===== config.mk =====
export PLATFORM = sky130hd
export DESIGN_NAME = sgen_phase_ctrl_flat
export DESIGN_NICKNAME = d
export VERILOG_FILES = /design/src/rtl/sgen_phase_ctrl_if.sv /design/src/rtl/sgen_phase_ctrl.sv /design/src/flat_wrapper.sv
export SDC_FILE = /design/constraint.sdc
export NUM_CORES = 1
export LEC_CHECK = 0
export ABC_AREA = 1
export CORE_AREA = 2 2 91 93
export CTS_CLUSTER_SIZE = 8
export DETAILED_ROUTE_END_ITERATION = 10
export DIE_AREA = 0 0 93 95
export GPL_TIMING_DRIVEN = 1
export HOLD_SLACK_MARGIN = 0.06
export PLACE_DENSITY = 0.86
export SLEW_MARGIN = 20
export SYNTH_ARGS = -nofsm -noshare
export SYNTH_HDL_FRONTEND = slang
export SYNTH_SLANG_ARGS = --single-unit

===== constraint.sdc =====
create_clock -name i_clk -period 1.7 [get_ports i_clk]
set_input_delay 0.17 -clock i_clk [delete_from_list [all_inputs] [get_ports i_clk]]
set_output_delay 0.17 -clock i_clk [all_outputs]
set_load 0.05 [all_outputs]

===== src/rtl/sgen_phase_ctrl_if.sv =====
// Bundle between the phase controller, its CORDIC core and the downstream sample consumer.
// master: the controller; slave: the surrounding core/consumer side.
interface sgen_phase_ctrl_if #(
    parameter int unsigned gp_phase_width = 16,
    parameter int unsigned gp_z_width     = 8,
    parameter int unsigned gp_xy_width    = 8
);
    logic                      i_ena;
    logic [gp_phase_width-1:0] i_fcw;
    logic                      i_ready;
    logic                      o_cordic_ena;
    logic [gp_xy_width-1:0]    o_cordic_x;
    logic [gp_xy_width-1:0]    o_cordic_y;
    logic [gp_z_width-1:0]     o_cordic_z;
    logic [gp_xy_width-1:0]    i_cordic_x;
    logic [gp_xy_width-1:0]    i_cordic_y;
    logic [gp_xy_width-1:0]    o_cos;
    logic [gp_xy_width-1:0]    o_sin;
    logic                      o_valid;

    modport master (
        input  i_ena, i_fcw, i_ready, i_cordic_x, i_cordic_y,
        output o_cordic_ena, o_cordic_x, o_cordic_y, o_cordic_z, o_cos, o_sin, o_valid
    );

    modport slave (
        output i_ena, i_fcw, i_ready, i_cordic_x, i_cordic_y,
        input  o_cordic_ena, o_cordic_x, o_cordic_y, o_cordic_z, o_cos, o_sin, o_valid
    );
endinterface


===== src/rtl/sgen_phase_ctrl.sv =====
// Phase accumulator, quadrant fold and result correction around an iterative CORDIC core.
// Define SGEN_PHASE_DITHER_EN to add LFSR dither to the phase before truncation.
module sgen_phase_ctrl #(
    parameter int unsigned gp_phase_width = 16,
    parameter int unsigned gp_z_width     = 8,
    parameter int unsigned gp_xy_width    = 8,
    parameter int unsigned gp_nr_iter     = 16,
    parameter int unsigned gp_x_init      = 77
) (
    input  logic              i_clk,
    input  logic              i_rst,
    sgen_phase_ctrl_if.master bus
);
    localparam int unsigned lp_cnt_width = $clog2(gp_nr_iter + 1);
    localparam logic [gp_z_width-1:0]  lp_z_half  = {1'b1, {(gp_z_width-1){1'b0}}};
    localparam logic [gp_xy_width-1:0] lp_xy_min  = {1'b1, {(gp_xy_width-1){1'b0}}};
    localparam logic [gp_xy_width-1:0] lp_xy_max  = {1'b0, {(gp_xy_width-1){1'b1}}};

    typedef enum logic [1:0] {IDLE, ISSUE, RUN, OUT} state_t;

    state_t                    state_q, state_d;
    logic [gp_phase_width-1:0] acc_q, acc_d;
    logic [lp_cnt_width-1:0]   cnt_q, cnt_d;
    logic                      neg_q, neg_d;
    logic                      cordic_ena_q, cordic_ena_d;
    logic [gp_xy_width-1:0]    cordic_x_q, cordic_x_d;
    logic [gp_xy_width-1:0]    cordic_y_q, cordic_y_d;
    logic [gp_z_width-1:0]     cordic_z_q, cordic_z_d;
    logic [gp_xy_width-1:0]    cos_q, cos_d;
    logic [gp_xy_width-1:0]    sin_q, sin_d;
    logic                      valid_q, valid_d;

    logic [gp_z_width-1:0]     p_c;
    logic                      fold_c;

`ifdef SGEN_PHASE_DITHER_EN
    localparam int unsigned lp_dith_width = gp_phase_width - gp_z_width;
    logic [15:0]               lfsr_q, lfsr_d;
    logic [gp_phase_width-1:0] dith_sum_c;

    // Dither only perturbs the truncation; the accumulator itself stays exact.
    assign dith_sum_c = acc_q + gp_phase_width'(lfsr_q[lp_dith_width-1:0]);
    assign p_c        = dith_sum_c[gp_phase_width-1 -: gp_z_width];
`else
    assign p_c        = acc_q[gp_phase_width-1 -: gp_z_width];
`endif

    // Quadrants 1 and 2 are rotated by pi into [-pi/2, pi/2); the result is negated later.
    assign fold_c = p_c[gp_z_width-1] ^ p_c[gp_z_width-2];

    function automatic logic [gp_xy_width-1:0] neg_sat(input logic [gp_xy_width-1:0] v);
        if (v == lp_xy_min) return lp_xy_max;
        return gp_xy_width'(0) - v;
    endfunction

    // Next-state and next-register values.
    always_comb begin
        state_d      = state_q;
        acc_d        = acc_q;
        cnt_d        = cnt_q;
        neg_d        = neg_q;
        cordic_ena_d = cordic_ena_q;
        cordic_x_d   = cordic_x_q;
        cordic_y_d   = cordic_y_q;
        cordic_z_d   = cordic_z_q;
        cos_d        = cos_q;
        sin_d        = sin_q;
        valid_d      = valid_q;
`ifdef SGEN_PHASE_DITHER_EN
        lfsr_d       = lfsr_q;
`endif
        case (state_q)
            IDLE: begin
                if (bus.i_ena) state_d = ISSUE;
            end
            ISSUE: begin
                cordic_z_d   = fold_c ? (p_c + lp_z_half) : p_c;
                neg_d        = fold_c;
                cordic_x_d   = gp_xy_width'(gp_x_init);
                cordic_y_d   = '0;
                acc_d        = acc_q + bus.i_fcw;
                cnt_d        = '0;
                cordic_ena_d = 1'b1;
                state_d      = RUN;
`ifdef SGEN_PHASE_DITHER_EN
                lfsr_d       = {lfsr_q[0] ^ lfsr_q[2] ^ lfsr_q[3] ^ lfsr_q[5], lfsr_q[15:1]};
`endif
            end
            RUN: begin
                if (cnt_q == lp_cnt_width'(gp_nr_iter)) begin
                    cordic_ena_d = 1'b0;
                    cos_d        = neg_q ? neg_sat(bus.i_cordic_x) : bus.i_cordic_x;
                    sin_d        = neg_q ? neg_sat(bus.i_cordic_y) : bus.i_cordic_y;
                    valid_d      = 1'b1;
                    state_d      = OUT;
                end else begin
                    cnt_d = cnt_q + lp_cnt_width'(1);
                end
            end
            OUT: begin
                if (bus.i_ready) begin
                    valid_d = 1'b0;
                    state_d = bus.i_ena ? ISSUE : IDLE;
                end
            end
            default: state_d = IDLE;
        endcase
    end

    // State and datapath registers.
    always_ff @(posedge i_clk or posedge i_rst) begin
        if (i_rst) begin
            state_q      <= IDLE;
            acc_q        <= '0;
            cnt_q        <= '0;
            neg_q        <= 1'b0;
            cordic_ena_q <= 1'b0;
            cordic_x_q   <= '0;
            cordic_y_q   <= '0;
            cordic_z_q   <= '0;
            cos_q        <= '0;
            sin_q        <= '0;
            valid_q      <= 1'b0;
`ifdef SGEN_PHASE_DITHER_EN
            lfsr_q       <= 16'hACE1;
`endif
        end else begin
            state_q      <= state_d;
            acc_q        <= acc_d;
            cnt_q        <= cnt_d;
            neg_q        <= neg_d;
            cordic_ena_q <= cordic_ena_d;
            cordic_x_q   <= cordic_x_d;
            cordic_y_q   <= cordic_y_d;
            cordic_z_q   <= cordic_z_d;
            cos_q        <= cos_d;
            sin_q        <= sin_d;
            valid_q      <= valid_d;
`ifdef SGEN_PHASE_DITHER_EN
            lfsr_q       <= lfsr_d;
`endif
        end
    end

    assign bus.o_cordic_ena = cordic_ena_q;
    assign bus.o_cordic_x   = cordic_x_q;
    assign bus.o_cordic_y   = cordic_y_q;
    assign bus.o_cordic_z   = cordic_z_q;
    assign bus.o_cos        = cos_q;
    assign bus.o_sin        = sin_q;
    assign bus.o_valid      = valid_q;
endmodule


===== src/flat_wrapper.sv =====
// flat-port wrapper written by rule: the top's interface ports become plain ports
module sgen_phase_ctrl_flat 
#(
    parameter int unsigned gp_phase_width = 16,
    parameter int unsigned gp_z_width     = 8,
    parameter int unsigned gp_xy_width    = 8,
    parameter int unsigned gp_nr_iter     = 16,
    parameter int unsigned gp_x_init      = 77
)
  (i_clk, i_rst, bus_i_ena, bus_i_fcw, bus_i_ready, bus_i_cordic_x, bus_i_cordic_y, bus_o_cordic_ena, bus_o_cordic_x, bus_o_cordic_y, bus_o_cordic_z, bus_o_cos, bus_o_sin, bus_o_valid);
  sgen_phase_ctrl_if #(.gp_phase_width(gp_phase_width), .gp_z_width(gp_z_width), .gp_xy_width(gp_xy_width)) bus_i ();
  input  logic i_clk;
  input  logic i_rst;
  input wire logic [$bits(bus_i.i_ena)-1:0] bus_i_ena;
  input wire logic [$bits(bus_i.i_fcw)-1:0] bus_i_fcw;
  input wire logic [$bits(bus_i.i_ready)-1:0] bus_i_ready;
  input wire logic [$bits(bus_i.i_cordic_x)-1:0] bus_i_cordic_x;
  input wire logic [$bits(bus_i.i_cordic_y)-1:0] bus_i_cordic_y;
  output wire logic [$bits(bus_i.o_cordic_ena)-1:0] bus_o_cordic_ena;
  output wire logic [$bits(bus_i.o_cordic_x)-1:0] bus_o_cordic_x;
  output wire logic [$bits(bus_i.o_cordic_y)-1:0] bus_o_cordic_y;
  output wire logic [$bits(bus_i.o_cordic_z)-1:0] bus_o_cordic_z;
  output wire logic [$bits(bus_i.o_cos)-1:0] bus_o_cos;
  output wire logic [$bits(bus_i.o_sin)-1:0] bus_o_sin;
  output wire logic [$bits(bus_i.o_valid)-1:0] bus_o_valid;
  assign bus_i.i_ena = bus_i_ena;
  assign bus_i.i_fcw = bus_i_fcw;
  assign bus_i.i_ready = bus_i_ready;
  assign bus_i.i_cordic_x = bus_i_cordic_x;
  assign bus_i.i_cordic_y = bus_i_cordic_y;
  assign bus_o_cordic_ena = bus_i.o_cordic_ena;
  assign bus_o_cordic_x = bus_i.o_cordic_x;
  assign bus_o_cordic_y = bus_i.o_cordic_y;
  assign bus_o_cordic_z = bus_i.o_cordic_z;
  assign bus_o_cos = bus_i.o_cos;
  assign bus_o_sin = bus_i.o_sin;
  assign bus_o_valid = bus_i.o_valid;
  sgen_phase_ctrl #(.gp_phase_width(gp_phase_width), .gp_z_width(gp_z_width), .gp_xy_width(gp_xy_width), .gp_nr_iter(gp_nr_iter), .gp_x_init(gp_x_init)) u_core (.i_clk(i_clk), .i_rst(i_rst), .bus(bus_i));
endmodule

==> metrics, run 1 <==
standard cell core area=7930 µm²; crit path capture type=register; CP Max Fanout=3; via count of the first global-routing pass=3188; final cycle utilization of the critical path=98.6%; Via-to-Cell Ratio=4.87; total power per unit cell area=1460 nW/µm²; routed length per placed instance=12.0 µm; share of the yosys chip area belonging to registers=36.5%; critical-path cell with the highest stage delay=sky130_fd_sc_hd__dfrtp_1; CP Cell Sequence=ha_2 > fa_2 > nand2_2 > nand2_2 > and2_4 > nand2_2 > nand2_2 > a21oi_2 > o21ai_1 > nand2_1; flop-to-flop setup slack=0.02 ns; mapped cell area=3490 µm²; signal arrival time at the worst endpoint=1.92 ns; starting density of the core=44.1%; largest net degree at the start of global routing=40; final core utilization=57.7%; Slew @ Worst Pin=0.506 ns; cells taking the most area after synthesis=sky130_fd_sc_hd__dfrtp_1, sky130_fd_sc_hd__nand2_1, sky130_fd_sc_hd__ha_1, sky130_fd_sc_hd__inv_1, sky130_fd_sc_hd__nand3_1; commonest cells after routing, fill and taps aside=sky130_fd_sc_hd__nand2_1, sky130_fd_sc_hd__inv_1, sky130_fd_sc_hd__dfrtp_1; TritonCTS clock tree=done; RR Startpoint=u_core.acc_q[0]; number of DRC violations after detailed routing=0; yosys warns=0; cell accounting for the most synthesized area=sky130_fd_sc_hd__dfrtp_1; data required time of the critical path=1.95 ns; # hold bufs at CTS=0; Min Hold Slack=0.124 ns; residual antenna-violating net count after detailed routing=0; CTS Sinks=51; maximum clock path buffer count=2; setup repair after global routing missed its margin=true; highest cell delay on the worst timing path=0.40 ns; count of state elements after synthesis=51; global-route wire length before repair=13300 µm; buffer and inverter count on the worst path=0; total of max-cap violations=0; sum of routed wire length over all layers=8110 µm; leading cell type in the layout, fill and taps excluded=sky130_fd_sc_hd__nand2_1; TritonCTS buffer count=5; number of nets in the layout=628; CTS HTree Levels=2; Max Fclk=0.597 GHz; Die Y=95 µm; CP Launch Point=u_core.acc_q[0]; clk root buf=sky130_fd_sc_hd__clkbuf_8; ratio of cells with drive above 1 in the final layout=16.7%; Ports=78; capture point of the critical path=u_core.acc_q[8]; filler cell count=714; total global-route track usage=18.3%; Die Outline Area=8840 µm²; Reg2Reg Capture Point=u_core.acc_q[8]; final number of setup-violating endpoints=0; Relative slew margins=66.1%; iteration count of the initial detailed-routing pass=4; path type of the worst min-delay path=primary input to async pin; path type of the worst setup path=register to register; CTS clk-pin slew, worst paths=0.10 ns; global placer's final weighted congestion=0.931; Most common cell on crit path=sky130_fd_sc_hd__nand2_2; CP top delay family=adder cells; global-route congestion overflow total=0; latest clock arrival within the worst-skew pair=0.30 ns; Placement Rows=33; width of the die=93 µm; number of endpoints with negative hold slack in the final report=0; library cells used by synthesis=38; critical path startpoint category=register; Port Buf Inserts=65; cells after synthesis=484; final slew viol count=0; maximum clock skew at final layout=0.00475 ns; average cell area after synthesis=7.22 µm²; FF-to-FF path depth=10; result of the run=complete, no violations; largest voltage drop on the vdd net=804 µV; post-synthesis to final-layout area growth=31.0%; number of antenna violations at the first check in global routing=0; count of antenna diodes in the layout=0; vias=3284; area share of the largest cell type after synthesis=36.5%; Lkg Pwr=2.45 nW; number of DRC markers in iteration 0=91; detailed placer's ending HPWL=6140 µm; critical path depth=10; post-layout total power=6.69 mW; final worst path period need=1.68 ns
==> Yosys cell counts <==
| master | instances |
|---|---|
| sky130_fd_sc_hd__a21boi_0 | 1 |
| sky130_fd_sc_hd__or2_0 | 3 |
| sky130_fd_sc_hd__inv_4 | 1 |
| sky130_fd_sc_hd__xnor2_1 | 4 |
| sky130_fd_sc_hd__clkbuf_1 | 5 |
| sky130_fd_sc_hd__nand2_1 | 164 |
| sky130_fd_sc_hd__or2_2 | 3 |
| sky130_fd_sc_hd__o22ai_1 | 4 |
| sky130_fd_sc_hd__buf_2 | 2 |
| sky130_fd_sc_hd__nand3_1 | 31 |
| sky130_fd_sc_hd__buf_6 | 2 |
| sky130_fd_sc_hd__nor2_8 | 1 |
| sky130_fd_sc_hd__nor2_4 | 2 |
| sky130_fd_sc_hd__o31ai_1 | 1 |
| sky130_fd_sc_hd__o22a_1 | 2 |
| sky130_fd_sc_hd__nand4_1 | 4 |
| sky130_fd_sc_hd__nor3_1 | 3 |
| sky130_fd_sc_hd__nor2_1 | 23 |
| sky130_fd_sc_hd__o21a_1 | 1 |
| sky130_fd_sc_hd__o21ai_0 | 17 |
| sky130_fd_sc_hd__ha_1 | 23 |
| sky130_fd_sc_hd__or2_1 | 1 |
| sky130_fd_sc_hd__a21o_1 | 1 |
| sky130_fd_sc_hd__xor2_1 | 10 |
| sky130_fd_sc_hd__inv_2 | 1 |
| sky130_fd_sc_hd__nand3_4 | 1 |
| sky130_fd_sc_hd__o21ai_1 | 6 |
| sky130_fd_sc_hd__inv_1 | 74 |
| sky130_fd_sc_hd__a21oi_1 | 16 |
| sky130_fd_sc_hd__buf_4 | 15 |
| sky130_fd_sc_hd__nand3b_1 | 2 |
| sky130_fd_sc_hd__and2_1 | 2 |
| sky130_fd_sc_hd__nand2_2 | 2 |
| sky130_fd_sc_hd__a31oi_1 | 1 |
| sky130_fd_sc_hd__a31o_2 | 2 |
| sky130_fd_sc_hd__dfrtp_1 | 51 |
| sky130_fd_sc_hd__conb_1 | 1 |
| sky130_fd_sc_hd__fa_1 | 1 |
==> worst reg2reg max path: cells and delay by family (launching register included) <==
| family | cells | cell delay (ns) |
|---|---|---|
| simple gates | 6 | 0.47 |
| flops | 1 | 0.40 |
| fa+ha+maj | 2 | 0.54 |
| compound gates | 2 | 0.20 |
==> worst min-delay path by stage <==
stage                startpoint                   to  slack [ns]  depth (start not counted)
floorplan           bus_i_ready   u_core.bus.o_valid        0.27                          1
global placement          i_rst      u_core.acc_q[0]        0.46                          2
detailed placement        i_rst      u_core.acc_q[0]        0.46                          2
CTS                       i_rst      u_core.acc_q[0]        0.13                          2
global route              i_rst  u_core.bus.o_sin[1]        0.15                          2
finish                    i_rst      u_core.acc_q[0]        0.12                          2
==> through the flow <==
step	cells	instance area [µm²]	TNS, ns	worst slack [ns]
after global routing	674	4580	-0.139	-0.0425
after detailed placement	659	4260	-3.20	-0.384
final	674	4580	0	0.0243
after floorplan	495	3540	0	0.0130
after CTS	668	4380	-0.0122	-0.0122
after global placement	659	4260	-2.00	-0.339
==> cell type report <==
type	count	area, µm²	area share (%)
repair buffers	90	813	17.8
flip-flops and latches	51	1280	27.9
inverters	76	288	6.29
well taps	105	131	2.87
clock buffers	5	68.8	1.50
multi-input cells	344	1980	43.3
clock inverters	3	15.0	0.328
==> sequential cells by signal, indices dropped and copies added (netlist names) <==
register / cells
u_core.bus.o_cordic_ena: 1
u_core.neg_q: 1
u_core.state_q: 2
u_core.bus.o_cos: 8
u_core.bus.o_cordic_z: 8
u_core.bus.o_sin: 8
u_core.cnt_q: 5
u_core.bus.o_valid: 1
u_core.bus.o_cordic_x: 1
u_core.acc_q: 16
==> layer usage <==
layer | wire length (µm) | up-vias | part of all wire [%] | track usage [%]
met5 | 0 | - | 0 | 0
met4 | 166 | 0 | 2.0 | 6.62
met3 | 419 | 20 | 5.2 | 3.35
met2 | 4170 | 90 | 51 | 34.0
met1 | 3350 | 1520 | 41 | 21.0
li1 | - | 1654 | - | -
==> kinds of logic after synthesis <==
family | Yosys count | share of synthesized area (%)
AOI/OAI and AO/OA | 52 | 8.34
xor gates and xnor gates | 14 | 3.51
adders and majority gates | 24 | 8.81
buffers and inverters | 100 | 12.9
DFF | 51 | 36.5
other | 1 | 0.107
and+or+nand+nor | 242 | 29.8
==> where the power goes <==
| group | leakage [nW] | switching, mW | total, mW | internal [mW] |
|---|---|---|---|---|
| Sequential | 0.622 | 0.332 | 1.89 | 1.56 |
| Combinational | 1.78 | 2.43 | 4.10 | 1.67 |
| Clock | 0.0477 | 0.412 | 0.695 | 0.283 |
| Total | 2.45 | 3.17 | 6.69 | 3.52 |
==> repair_timing <==
item / 4_1_cts / 5_1_grt
gates resized for setup: 8 / 28
pin swaps: 5 / 11
setup endpoints to repair: 6 / 12
buffers inserted: 1 / 6
(Power assumes the default switching activity.)
==> inputs of run 2 (changes only) <==
--- a/config.mk
+++ b/config.mk
@@ -6,6 +6,7 @@
 export NUM_CORES = 1
 export LEC_CHECK = 0
 export ABC_AREA = 1
+export ABC_CLOCK_PERIOD_IN_PS = 1700
 export CORE_AREA = 2 2 91 93
 export CTS_CLUSTER_SIZE = 8
 export DETAILED_ROUTE_END_ITERATION = 10
==> results of run 2 <==
Final layout, timing and power as in run 1 (identical DEF).
